===== src/rtl/pe_tile_scheduler_if.sv =====
// rtl/pe_tile_scheduler_if.sv - data tile / weight request handshake bundle of the PE tile scheduler
interface pe_tile_scheduler_if #(
  parameter int IDX_W = 9,
  parameter int OD_W  = 8
);
  logic             data_valid_o;
  logic             data_ready_i;
  logic [IDX_W-1:0] data_x_index_o;
  logic [IDX_W-1:0] data_y_index_o;
  logic             weight_valid_o;
  logic             weight_ready_i;
  logic             weight_size_type_o;
  logic [OD_W-1:0]  weight_od_o;

  modport master (
    output data_valid_o, data_x_index_o, data_y_index_o,
    output weight_valid_o, weight_size_type_o, weight_od_o,
    input  data_ready_i, weight_ready_i
  );

  modport slave (
    input  data_valid_o, data_x_index_o, data_y_index_o,
    input  weight_valid_o, weight_size_type_o, weight_od_o,
    output data_ready_i, weight_ready_i
  );
endinterface


===== src/rtl/pe_tile_scheduler.sv =====
// rtl/pe_tile_scheduler.sv - walks od/tx/ty tiles, issuing joint data+weight requests
// Optional stall counter output stall_cnt_o is built when SCHED_PERF_CNT_EN is defined.
module pe_tile_scheduler #(
  parameter int IDX_W        = 9,
  parameter int OD_W         = 8,
  parameter int DRAIN_CYCLES = 3
) (
  input  logic             clk,
  input  logic             reset,
  input  logic             start_i,
  input  logic             abort_i,
  input  logic [IDX_W-1:0] cfg_tiles_x_i,
  input  logic [IDX_W-1:0] cfg_tiles_y_i,
  input  logic [OD_W-1:0]  cfg_od_i,
  input  logic             cfg_size_type_i,
  output logic             busy_o,
  output logic             done_o,
`ifdef SCHED_PERF_CNT_EN
  output logic [15:0]      stall_cnt_o,
`endif
  pe_tile_scheduler_if.master dif
);

  localparam int DW         = (DRAIN_CYCLES > 1) ? $clog2(DRAIN_CYCLES) : 1;
  localparam int DRAIN_LOAD = (DRAIN_CYCLES > 0) ? DRAIN_CYCLES - 1 : 0;

  typedef enum logic [1:0] {S_IDLE, S_STREAM, S_DRAIN, S_DONE} state_e;

  state_e           state_q, state_d;
  logic [OD_W-1:0]  od_q, od_d;
  logic [IDX_W-1:0] tx_q, tx_d, ty_q, ty_d;
  logic [IDX_W-1:0] x_q, x_d, y_q, y_d;
  logic [IDX_W-1:0] cfg_tx_q, cfg_tx_d, cfg_ty_q, cfg_ty_d;
  logic [OD_W-1:0]  cfg_od_q, cfg_od_d;
  logic             size_q, size_d;
  logic [DW-1:0]    drain_q, drain_d;
  logic             valid_q, valid_d;
  logic             done_q, done_d;
  logic             busy_q, busy_d;
  logic             wst_q, wst_d;
  logic             xfer, last, start_acc;
  logic [IDX_W-1:0] step;
`ifdef SCHED_PERF_CNT_EN
  logic [15:0]      stall_q, stall_d;
`endif

  always_comb begin
    state_d   = state_q;
    od_d      = od_q;
    tx_d      = tx_q;
    ty_d      = ty_q;
    x_d       = x_q;
    y_d       = y_q;
    cfg_tx_d  = cfg_tx_q;
    cfg_ty_d  = cfg_ty_q;
    cfg_od_d  = cfg_od_q;
    size_d    = size_q;
    drain_d   = drain_q;
    start_acc = 1'b0;
    step      = size_q ? IDX_W'(4) : IDX_W'(6);
    xfer      = valid_q && dif.data_ready_i && dif.weight_ready_i;
    last      = (od_q == cfg_od_q - OD_W'(1)) && (tx_q == cfg_tx_q - IDX_W'(1))
             && (ty_q == cfg_ty_q - IDX_W'(1));

    case (state_q)
      S_IDLE: begin
        if (start_i && !abort_i) begin
          start_acc = 1'b1;
          cfg_tx_d  = cfg_tiles_x_i;
          cfg_ty_d  = cfg_tiles_y_i;
          cfg_od_d  = cfg_od_i;
          size_d    = cfg_size_type_i;
          if (cfg_tiles_x_i == '0 || cfg_tiles_y_i == '0 || cfg_od_i == '0) begin
            state_d = S_DONE;
          end else begin
            state_d = S_STREAM;
          end
        end
      end
      S_STREAM: begin
        if (xfer) begin
          if (last) begin
            state_d = (DRAIN_CYCLES == 0) ? S_DONE : S_DRAIN;
            drain_d = DW'(DRAIN_LOAD);
          end else if (od_q == cfg_od_q - OD_W'(1)) begin
            od_d = '0;
            if (tx_q == cfg_tx_q - IDX_W'(1)) begin
              tx_d = '0;
              x_d  = '0;
              ty_d = ty_q + IDX_W'(1);
              y_d  = y_q + step;
            end else begin
              tx_d = tx_q + IDX_W'(1);
              x_d  = x_q + step;
            end
          end else begin
            od_d = od_q + OD_W'(1);
          end
        end
      end
      S_DRAIN: begin
        if (drain_q == '0) begin
          state_d = S_DONE;
        end else begin
          drain_d = drain_q - DW'(1);
        end
      end
      S_DONE:  state_d = S_IDLE;
      default: state_d = S_IDLE;
    endcase

    if (abort_i) begin
      state_d = S_IDLE;
    end

    // Counters and index accumulators only hold live values while streaming,
    // so the index outputs read zero everywhere else.
    if (state_d != S_STREAM) begin
      od_d = '0;
      tx_d = '0;
      ty_d = '0;
      x_d  = '0;
      y_d  = '0;
    end

    valid_d = (state_d == S_STREAM);
    done_d  = (state_d == S_DONE);
    busy_d  = (state_d != S_IDLE);
    wst_d   = valid_d ? size_d : 1'b0;

`ifdef SCHED_PERF_CNT_EN
    stall_d = stall_q;
    if (start_acc) begin
      stall_d = '0;
    end else if (valid_q && !(dif.data_ready_i && dif.weight_ready_i) && stall_q != 16'hFFFF) begin
      stall_d = stall_q + 16'd1;
    end
`endif
  end

  always_ff @(posedge clk) begin
    if (!reset) begin
      state_q  <= S_IDLE;
      od_q     <= '0;
      tx_q     <= '0;
      ty_q     <= '0;
      x_q      <= '0;
      y_q      <= '0;
      cfg_tx_q <= '0;
      cfg_ty_q <= '0;
      cfg_od_q <= '0;
      size_q   <= 1'b0;
      drain_q  <= '0;
      valid_q  <= 1'b0;
      done_q   <= 1'b0;
      busy_q   <= 1'b0;
      wst_q    <= 1'b0;
`ifdef SCHED_PERF_CNT_EN
      stall_q  <= '0;
`endif
    end else begin
      state_q  <= state_d;
      od_q     <= od_d;
      tx_q     <= tx_d;
      ty_q     <= ty_d;
      x_q      <= x_d;
      y_q      <= y_d;
      cfg_tx_q <= cfg_tx_d;
      cfg_ty_q <= cfg_ty_d;
      cfg_od_q <= cfg_od_d;
      size_q   <= size_d;
      drain_q  <= drain_d;
      valid_q  <= valid_d;
      done_q   <= done_d;
      busy_q   <= busy_d;
      wst_q    <= wst_d;
`ifdef SCHED_PERF_CNT_EN
      stall_q  <= stall_d;
`endif
    end
  end

  assign busy_o                 = busy_q;
  assign done_o                 = done_q;
  assign dif.data_valid_o       = valid_q;
  assign dif.weight_valid_o     = valid_q;
  assign dif.data_x_index_o     = x_q;
  assign dif.data_y_index_o     = y_q;
  assign dif.weight_od_o        = od_q;
  assign dif.weight_size_type_o = wst_q;
`ifdef SCHED_PERF_CNT_EN
  assign stall_cnt_o            = stall_q;
`endif

endmodule

===== src/flat_wrapper.sv =====
// flat-port wrapper written by rule: the top's interface ports become plain ports
module pe_tile_scheduler_flat 
#(
  parameter int IDX_W        = 9,
  parameter int OD_W         = 8,
  parameter int DRAIN_CYCLES = 3
)
  (clk, reset, start_i, abort_i, cfg_tiles_x_i, cfg_tiles_y_i, cfg_od_i, cfg_size_type_i, busy_o, done_o, dif_data_valid_o, dif_data_x_index_o, dif_data_y_index_o, dif_weight_valid_o, dif_weight_size_type_o, dif_weight_od_o, dif_data_ready_i, dif_weight_ready_i);
  pe_tile_scheduler_if #(.IDX_W(IDX_W), .OD_W(OD_W)) dif_i ();
  input  logic clk;
  input  logic reset;
  input  logic start_i;
  input  logic abort_i;
  input  logic [IDX_W-1:0] cfg_tiles_x_i;
  input  logic [IDX_W-1:0] cfg_tiles_y_i;
  input  logic [OD_W-1:0] cfg_od_i;
  input  logic cfg_size_type_i;
  output logic busy_o;
  output logic done_o;
  output wire logic [$bits(dif_i.data_valid_o)-1:0] dif_data_valid_o;
  output wire logic [$bits(dif_i.data_x_index_o)-1:0] dif_data_x_index_o;
  output wire logic [$bits(dif_i.data_y_index_o)-1:0] dif_data_y_index_o;
  output wire logic [$bits(dif_i.weight_valid_o)-1:0] dif_weight_valid_o;
  output wire logic [$bits(dif_i.weight_size_type_o)-1:0] dif_weight_size_type_o;
  output wire logic [$bits(dif_i.weight_od_o)-1:0] dif_weight_od_o;
  input wire logic [$bits(dif_i.data_ready_i)-1:0] dif_data_ready_i;
  input wire logic [$bits(dif_i.weight_ready_i)-1:0] dif_weight_ready_i;
  assign dif_data_valid_o = dif_i.data_valid_o;
  assign dif_data_x_index_o = dif_i.data_x_index_o;
  assign dif_data_y_index_o = dif_i.data_y_index_o;
  assign dif_weight_valid_o = dif_i.weight_valid_o;
  assign dif_weight_size_type_o = dif_i.weight_size_type_o;
  assign dif_weight_od_o = dif_i.weight_od_o;
  assign dif_i.data_ready_i = dif_data_ready_i;
  assign dif_i.weight_ready_i = dif_weight_ready_i;
  pe_tile_scheduler #(.IDX_W(IDX_W), .OD_W(OD_W), .DRAIN_CYCLES(DRAIN_CYCLES)) u_core (.clk(clk), .reset(reset), .start_i(start_i), .abort_i(abort_i), .cfg_tiles_x_i(cfg_tiles_x_i), .cfg_tiles_y_i(cfg_tiles_y_i), .cfg_od_i(cfg_od_i), .cfg_size_type_i(cfg_size_type_i), .busy_o(busy_o), .done_o(done_o), .dif(dif_i));
endmodule

===== config.mk =====
export PLATFORM = sky130hd
export DESIGN_NAME = pe_tile_scheduler_flat
export DESIGN_NICKNAME = d
export VERILOG_FILES = /design/src/rtl/pe_tile_scheduler_if.sv /design/src/rtl/pe_tile_scheduler.sv /design/src/flat_wrapper.sv
export SDC_FILE = /design/constraint.sdc
export NUM_CORES = 1
export LEC_CHECK = 0
export CAP_MARGIN = 20
export CORE_UTILIZATION = 45
export DETAILED_ROUTE_END_ITERATION = 6
export PLACE_DENSITY = 0.65
export REMOVE_ABC_BUFFERS = 1
export SKIP_LAST_GASP = 1
export SYNTH_ARGS = -nofsm -noshare
export SYNTH_HDL_FRONTEND = slang
export SYNTH_SLANG_ARGS = --single-unit

===== constraint.sdc =====
create_clock -name clk -period 5.5 [get_ports clk]
set_input_delay 1.1 -clock clk [delete_from_list [all_inputs] [get_ports clk]]
set_output_delay 1.1 -clock clk [all_outputs]
set_load 0.05 [all_outputs]

# ---- After elaboration in Yosys (flattened, before gate mapping)
# Index checks and enable logic that the tools add are counted.
dict set report word_totals {
  regBits 79
  in_bits 33
  wordCells 77
}
dict set report op_classes {
  add_sub_neg 9
  n_eq_ne 12
  n_mux 17
  n_bitwise 2
  reduce_logical 22
}
# cell count
set op_table {}
lappend op_table {{$mux 2} 10}
lappend op_table {{$add 9x1->9 const B} 2}
lappend op_table {{$add 9x9->9} 2}
lappend op_table {{$eq 9x9->1} 2}
lappend op_table {{$logic_not 9->1} 2}
lappend op_table {{$mux 9} 2}
lappend op_table {{$sub 9x1->9 const B} 2}
lappend op_table {{$add 8x1->8 const B} 1}
lappend op_table {{$eq 8x8->1} 1}
lappend op_table {{$logic_not 8->1} 1}
lappend op_table {{$mux 8} 1}
lappend op_table {{$pmux 2 s4} 1}
lappend op_table {{$reduce_and 4->1} 2}
lappend op_table {{$sub 8x1->8 const B} 1}
lappend op_table {{$eq 2x2->1 const B} 3}
lappend op_table {{$ne 2x1->1 const B} 3}
lappend op_table {{$logic_and 1x1->1} 5}
lappend op_table {{$reduce_and 5->1} 1}
lappend op_table {{$eq 2x1->1 const B} 2}
lappend op_table {{$logic_not 2->1} 2}
lappend op_table {{$pmux 2 s2} 1}
lappend op_table {{$reduce_and 2->1} 2}
lappend op_table {{$reduce_bool 2->1} 2}
lappend op_table {{$reduce_and 3->1} 1}
lappend op_table {{7 further kinds} 10}

# ---- Depth between registers and ports, before layout
# Gate-level depths: netlist of run 1.
dict set report depth {
  ltp_word 10
  ltp_mapped 13
  mapped_depth_nobuf 10
}

# ---- Worst setup path before layout of run 1
# OpenSTA, ideal clock, no wires.
dict set report synth_path {
  kind {input -> register}
  from {input dif_weight_ready_i}
  to {register u_core.x_q[8], in the netlist u_core.dif.data_x_index_o[8]}
  arrival_ns 2.873
  setup_slack_ns 2.497
  cell_stages 7
  path_buffers 1
  path_cell_list {and3_1 > nor3b_1 > nand2_1 > or2_0 > buf_2 > o41ai_1 > a21oi_1}
}
dict set report synth_between {
  elab_chain_len 6
}
# item line
set synth_lines {}
lappend synth_lines {{from (decl)} flat_wrapper.sv:27} ;# input wire logic [$bits(dif_i.weight_ready_i)-1:0] dif_weight_ready_i;
lappend synth_lines {{$logic_and 1x1->1 *} pe_tile_scheduler.sv:61} ;# xfer = valid_q && dif.data_ready_i && dif.weight_ready_i;
lappend synth_lines {{$mux 2} pe_tile_scheduler.sv:81} ;# if (xfer) begin
lappend synth_lines {{$pmux 2 s4} pe_tile_scheduler.sv:65} ;# case (state_q)
lappend synth_lines {{$mux 2} pe_tile_scheduler.sv:112} ;# if (abort_i) begin
lappend synth_lines {{$ne 2x1->1} pe_tile_scheduler.sv:118} ;# if (state_d != S_STREAM) begin
lappend synth_lines {{$reduce_or 2->1 (no line)} -}
lappend synth_lines {{to (signal assigned)} pe_tile_scheduler.sv:147} ;# x_q <= '0;
lappend synth_lines {{to (signal assigned)} pe_tile_scheduler.sv:166} ;# x_q <= x_d;
lappend synth_lines {{to (decl)} pe_tile_scheduler.sv:32} ;# logic [IDX_W-1:0] x_q, x_d, y_q, y_d;
# Every way passes the cells marked *; elsewhere a longest branch is shown, timed or not.
# A chain may end at the register's enable or synchronous reset.

# ---- Worst setup path in the final report of run 1
dict set report layout_path {
  from {register u_core.cfg_tx_q[0]}
  to {register u_core.ty_q[3]}
}
dict set report layout_between {
  elab_chain_len 10
}
# item line
set layout_lines {}
lappend layout_lines {{from (decl)} pe_tile_scheduler.sv:33} ;# logic [IDX_W-1:0] cfg_tx_q, cfg_tx_d, cfg_ty_q, cfg_ty_d;
lappend layout_lines {{from (signal assigned)} pe_tile_scheduler.sv:168} ;# cfg_tx_q <= cfg_tx_d;
lappend layout_lines {{$sub 9x1->9 *} {pe_tile_scheduler.sv:62, pe_tile_scheduler.sv:87}}
lappend layout_lines {{$eq 9x9->1 *} {pe_tile_scheduler.sv:62, pe_tile_scheduler.sv:87}}
lappend layout_lines {{$logic_and 1x1->1} pe_tile_scheduler.sv:62} ;# last = (od_q == cfg_od_q - OD_W'(1)) && (tx_q == cfg_tx_q - IDX_W'(1))
lappend layout_lines {{$logic_and 1x1->1} pe_tile_scheduler.sv:63} ;# && (ty_q == cfg_ty_q - IDX_W'(1));
lappend layout_lines {{$mux 2} pe_tile_scheduler.sv:82} ;# if (last) begin
lappend layout_lines {{$mux 2} pe_tile_scheduler.sv:81}
lappend layout_lines {{$pmux 2 s4} pe_tile_scheduler.sv:65}
lappend layout_lines {{$mux 2} pe_tile_scheduler.sv:112}
lappend layout_lines {{$ne 2x1->1} pe_tile_scheduler.sv:118}
lappend layout_lines {{$reduce_or 2->1 (no line)} -}
lappend layout_lines {{to (signal assigned)} pe_tile_scheduler.sv:165} ;# ty_q <= ty_d;
lappend layout_lines {{to (decl)} pe_tile_scheduler.sv:31} ;# logic [IDX_W-1:0] tx_q, tx_d, ty_q, ty_d;
# Marked as above.

==> flow_summary.toml, run 1 <==
[outcome]
outcome = "finished clean"

[critical_path]
cp_max_fo = 18
critPathLaunchType = "register"
critical_path_class = "register to register"
worstPathArrival_ns = 4.21
ff2ff_setup_slack_ns = 1.54
endpoint_kind = "register"
required_ns = 5.75

[synth]
ys_types = 70
yosys_register_bits = 77
synth_top_area_cell = "dfxtp_1"
synth_top_area_share_pct = 36.0
async_reset_ff_share_pct = 0
yosysSeqAreaShare_pct = 36.0
synth_area_um2 = 4280
synthTopCellsByArea = "dfxtp_1 36%, xnor2_1 8.4%, nand2_1 6.3%"
yosysMostFrequentCell = "dfxtp_1"
syn_area_per_cell_um2 = 8.07
synth_edf_count = 0
ys.flop_type = "dfxtp_1"
synth_common_cells = "77 x dfxtp_1, 72 x nand2_1, 60 x nor2_1"
ys_warn_count = 0
synth_cells = 531

[min_path]
hold_path.class = "register to register"

[layout]
multiInputGateArea_um2 = 2540
fillers = 861
fin_nets = 623
layout.cells.non_filler = 713
fin_area_um2 = 5200
drive_gt1_share_pct = 6.34
area_growth_pct = 21.5
n_antenna_cell = 0
register_area_um2 = 1540

[sta]
setup_ws_ns = 1.54
skew_ns = 0.0133
rsz0062_at_grt = "false"
hold_viol = 0
period_share_pct = 72.0
fin_crit_ns = 3.96
setup_viol = 0
worst_pin_slew_ns = 0.959
max-slew-margin-rel_pct = 36.0
tns_ns = 0
max_freq_ghz = 0.252
slew_viol_final = 0

[grt]
grt_overflow_total = 0
grt_max_degree = 31
grt_pass1_vias = 3489
antenna_found_initial = 0
track_usage_pct = 20.6
grt_pass1_wl_um = 16200

[flow_run]
maxCapViolCount = 0

[clocking]
cts_buffers = 9
clockBufferDepth = 2
clock_latency_ns = 0.36
htreeDepth = 3
cts_tree = "done"
clock_sinks = 77
hold_buffers = 0
cts_setup_buffers = 0
cts_root_buf = "clkbuf_8"
clkSlewWorstSetupHoldPaths_ns = 0.08
cts_resized = 0

[detailed_routing]
drt-total-wl_um = 10100
drt-pass1-iter-count = 5
vias = 3850
postRouteAntennaNets = 0
drt_iter0_markers = 147
drc_errors = 0
vias_per_cell = 5.40
avgRoutedWirePerCell_um = 14.1

[die]
dieHeight_um = 99.6
initial_utilization_pct = 46.4
die_w_um = 99.6
rows = 35
fp.coreArea_um2 = 9240
boundaryPins = 64
fp.dieArea_um2 = 9910

[place]
dpl_cell_area_um2 = 4950
place.gp.congestion = 0.846
dp_slack_ns = 1.26
place_inst = 696
io_buffers = 61
hpwl_um = 7380

[power]
p_seq_share_pct = 46.9
switching_share_pct = 24.7
switchingPower_uw = 307
total_power_uw = 1240
power.density_nw_per_um2 = 239
clkPwrFrac_pct = 41.5
p_int_uw = 936
peakVddDrop_v = 0.000160
p_leak_uw = 0.00175
comb_power_share_pct = 11.6
-- routing by layer --
metal | wire length [um] | track usage, %
met1 | 4740 | 27.2
met2 | 4750 | 33.4
met3 | 421 | 3.51
met4 | 159 | 8.26
met5 | 0 | 0
-- stage by stage --
step | utilization [%] | hold WS [ns]
2_1_floorplan | - | 0.448
3_3_place_gp | 53.6 | 0.457
3_5_place_dp | 53.6 | 0.461
4_1_cts | 56.2 | 0.472
5_1_grt | 56.3 | 0.502
6_report | 56.3 | 0.467
-- power groups by stage --
stage / clock (uW) / combinational, uW / sequential, uW
floorplan: 0 / 87.0 / 598
global placement: 0 / 139 / 596
detailed placement: 0 / 142 / 597
CTS: 524 / 143 / 584
global route: 550 / 159 / 585
finish: 516 / 144 / 584
-- area by class of cell --
type                       instances  area share [%]
clock buffer                      10            2.45
clock inverter                     6            2.14
inverter                          19            1.37
multi-input combinational        407            48.9
sequential                        77            29.6
tap                              129            3.10
timing repair buffer              65            12.5
-- state kept, by name, indices dropped and copies added (netlist names), 2 cells and up --
register and cells:
u_core.cfg_od_q 8, u_core.dif.data_x_index_o 8, u_core.state_q 2, u_core.cfg_tx_q 9
u_core.ty_q 9, u_core.cfg_ty_q 9, u_core.dif.data_y_index_o 8, u_core.drain_q 2
u_core.dif.weight_od_o 8, u_core.tx_q 9
-- cells in the final DEF (no fill, tap or decap), types with 6 or more instances in the layout --
cell type / instances
dfxtp_1: 77
nand2_1: 72
clkdlybuf4s50_1: 61
nor2_1: 60
xnor2_1: 41
a21oi_1: 40
nor3_1: 23
inv_1: 19
nor4_1: 16
nand3_1: 15
xor2_1: 13
o21ai_0: 11
ha_1: 11
clkbuf_8: 9
nor3b_1: 6
nand4_1: 6
-- critical path: stages (launching register included) --
cell	delay (ns)
dfxtp_1	0.47
inv_1	0.08
ha_1	0.29
o21bai_1	0.19
a211oi_1	0.24
o21ai_0	0.15
a2111oi_1	0.69
nor3b_4	0.71
o211ai_1	0.26
nand2_1	0.48
buf_8	0.23
nor2_1	0.06
-- cell families after synthesis --
| group | synth area share, % |
|---|---|
| flip-flops | 36.0 |
| XOR/XNOR | 11.0 |
| adder cells (fa/ha/maj) | 3.21 |
| buffers and inverters | 4.91 |
| multiplexers | 0.935 |
| AND/OR/NAND/NOR | 29.0 |
| AO/OA/AOI/OAI | 14.8 |
| other | 0.0875 |
-- final timing paths --
check                          start                 end  cells past startpoint
setup / recovery  u_core.cfg_tx_q[0]      u_core.ty_q[3]                     11
hold / removal    u_core.cfg_tx_q[8]  u_core.cfg_tx_q[8]                      2
setup reg to reg  u_core.cfg_tx_q[0]      u_core.ty_q[3]                     11
hold reg to reg   u_core.cfg_tx_q[8]  u_core.cfg_tx_q[8]                      2
No activity file was read; power rests on OpenSTA's default activity.
==> run 2, diff against run 1 <==
Clock period 5.5 ns to 4.05 ns, I/O delays scaled along.
==> flow_summary.toml, run 2 (synthesis results as in run 1) <==
[die]
fp.coreArea_um2 = 9240
initial_utilization_pct = 46.4
dieHeight_um = 99.6
boundaryPins = 64
rows = 35
die_w_um = 99.6
fp.dieArea_um2 = 9910

[clocking]
cts_root_buf = "clkbuf_8"
htreeDepth = 3
clock_sinks = 77
hold_buffers = 0
clockBufferDepth = 2
clock_latency_ns = 0.37
cts_buffers = 9
cts_resized = 0
cts_tree = "done"
clkSlewWorstSetupHoldPaths_ns = 0.09
cts_setup_buffers = 0

[detailed_routing]
avgRoutedWirePerCell_um = 13.7
postRouteAntennaNets = 0
drt-total-wl_um = 9800
vias = 3859
drt-pass1-iter-count = 4
drc_errors = 0
drt_iter0_markers = 166
vias_per_cell = 5.37

[sta]
max-slew-margin-rel_pct = 36.4
worst_pin_slew_ns = 0.952
rsz0062_at_grt = "false"
tns_ns = 0
period_share_pct = 92.8
skew_ns = 0.0136
setup_viol = 0
slew_viol_final = 0
fin_hold_ws_ns = 0.474
max_freq_ghz = 0.266
fin_crit_ns = 3.76
hold_viol = 0

[critical_path]
critical_path_class = "register to register"
rr_startpoint = "u_core.cfg_tx_q[0]"
critPathSlowestCell = "a2111oi_1"
critPathLaunchType = "register"
endpoint_kind = "register"
required_ns = 4.32
worstPathArrival_ns = 4.02
ff2ff_setup_slack_ns = 0.29
r2r-end = "u_core.dif.data_y_index_o[4]"
crit_buf_inv = 2
crit_top_cell = "nor2_1"
cpLargestDelayFamily = "compound AO/OA/AOI/OAI gates"
path_cells = "inv_1 -> ha_1 -> o21bai_1 -> a211oi_1 -> o21ai_0 -> a2111oi_1 -> o2111ai_2 -> buf_4 -> nor2_1 -> xnor2_1 -> nor2_1"
cpPeakStageDelay_ns = 0.85
r2r_cells = 11
cp_max_fo = 16

[min_path]
hold_depth = 2
hold_path.class = "register to register"
hold_path_end = "u_core.cfg_ty_q[8]"
hold_start = "u_core.cfg_ty_q[8]"

[layout]
fin_nets = 628
area_growth_pct = 21.4
mostFrequentLayoutCell = "dfxtp_1"
drive_gt1_share_pct = 7.30
final_cell_mix = "77 x dfxtp_1, 72 x nand2_1, 61 x clkdlybuf4s50_1"
n_antenna_cell = 0

[power]
p_seq_share_pct = 49.5
switching_share_pct = 27.7
power.density_nw_per_um2 = 307
p_leak_uw = 0.00175
total_power_uw = 1600
p_int_uw = 1160
clkPwrFrac_pct = 38.2
switchingPower_uw = 443
peakVddDrop_v = 0.000159
comb_power_share_pct = 12.2

[grt]
grt_pass1_vias = 3504
grt_pass1_wl_um = 16400
grt_overflow_total = 0
grt_max_degree = 27
track_usage_pct = 20.7
antenna_found_initial = 0

[outcome]
outcome = "finished clean"

[flow_run]
maxCapViolCount = 0

[place]
io_buffers = 61
place.gp.congestion = 0.764
hpwl_um = 7310
==> run 2: power groups by stage <==
stage,clock network [uW],registers (uW),logic [uW]
after floorplan,0,812,118
after global routing,660,795,218
after detailed placement,0,810,196
after CTS,621,792,197
final,612,792,196
after global placement,0,809,193
==> run 2: worst max path at each step <==
stage                             startpoint                       endpoint  cells past startpoint
after floorplan                      abort_i  u_core.dif.weight_size_type_o                      3
after global placement    u_core.cfg_tx_q[0]   u_core.dif.data_y_index_o[4]                     11
after detailed placement  u_core.cfg_tx_q[0]   u_core.dif.data_y_index_o[4]                     11
after CTS                 u_core.cfg_tx_q[0]   u_core.dif.data_y_index_o[4]                     11
after global routing      u_core.cfg_tx_q[0]   u_core.dif.data_x_index_o[8]                     11
final                     u_core.cfg_tx_q[0]   u_core.dif.data_y_index_o[4]                     11
==> run 2: per-stage QoR <==
step           cells  cell area, um2  utilization, %  setup WS, ns
5_1_grt          718            5200            56.3        0.0288
3_5_place_dp     702            4990            54.1         0.352
3_3_place_gp     702            4990            54.1         0.461
6_report         718            5200            56.3         0.290
2_1_floorplan    503            4150               -         0.561
4_1_cts          718            5200            56.3         0.280
==> run 2: worst min-delay path: cells and delay by family (launching register included) <==
| family | cells | cell delay (ns) |
|---|---|---|
| DFF | 1 | 0.33 |
| and+or+nand+nor | 1 | 0.06 |
| AOI/OAI and AO/OA | 1 | 0.05 |
==> run 2: per-layer routing <==
layer | part of all wire, % | GRT usage [%]
met5 | 0 | 0
met4 | 1.2 | 5.54
met3 | 3.6 | 4.85
met2 | 49 | 34.6
met1 | 47 | 26.7
==> run 2: area by class of cell <==
| class | instances | area, um2 |
|---|---|---|
| fill | 849 | 4040 |
| multi-input combinational | 407 | 2540 |
| sequential | 77 | 1540 |
| timing repair buffer | 70 | 678 |
| tap | 129 | 161 |
| clock buffer | 9 | 124 |
| clock inverter | 7 | 81.3 |
| inverter | 19 | 71.3 |
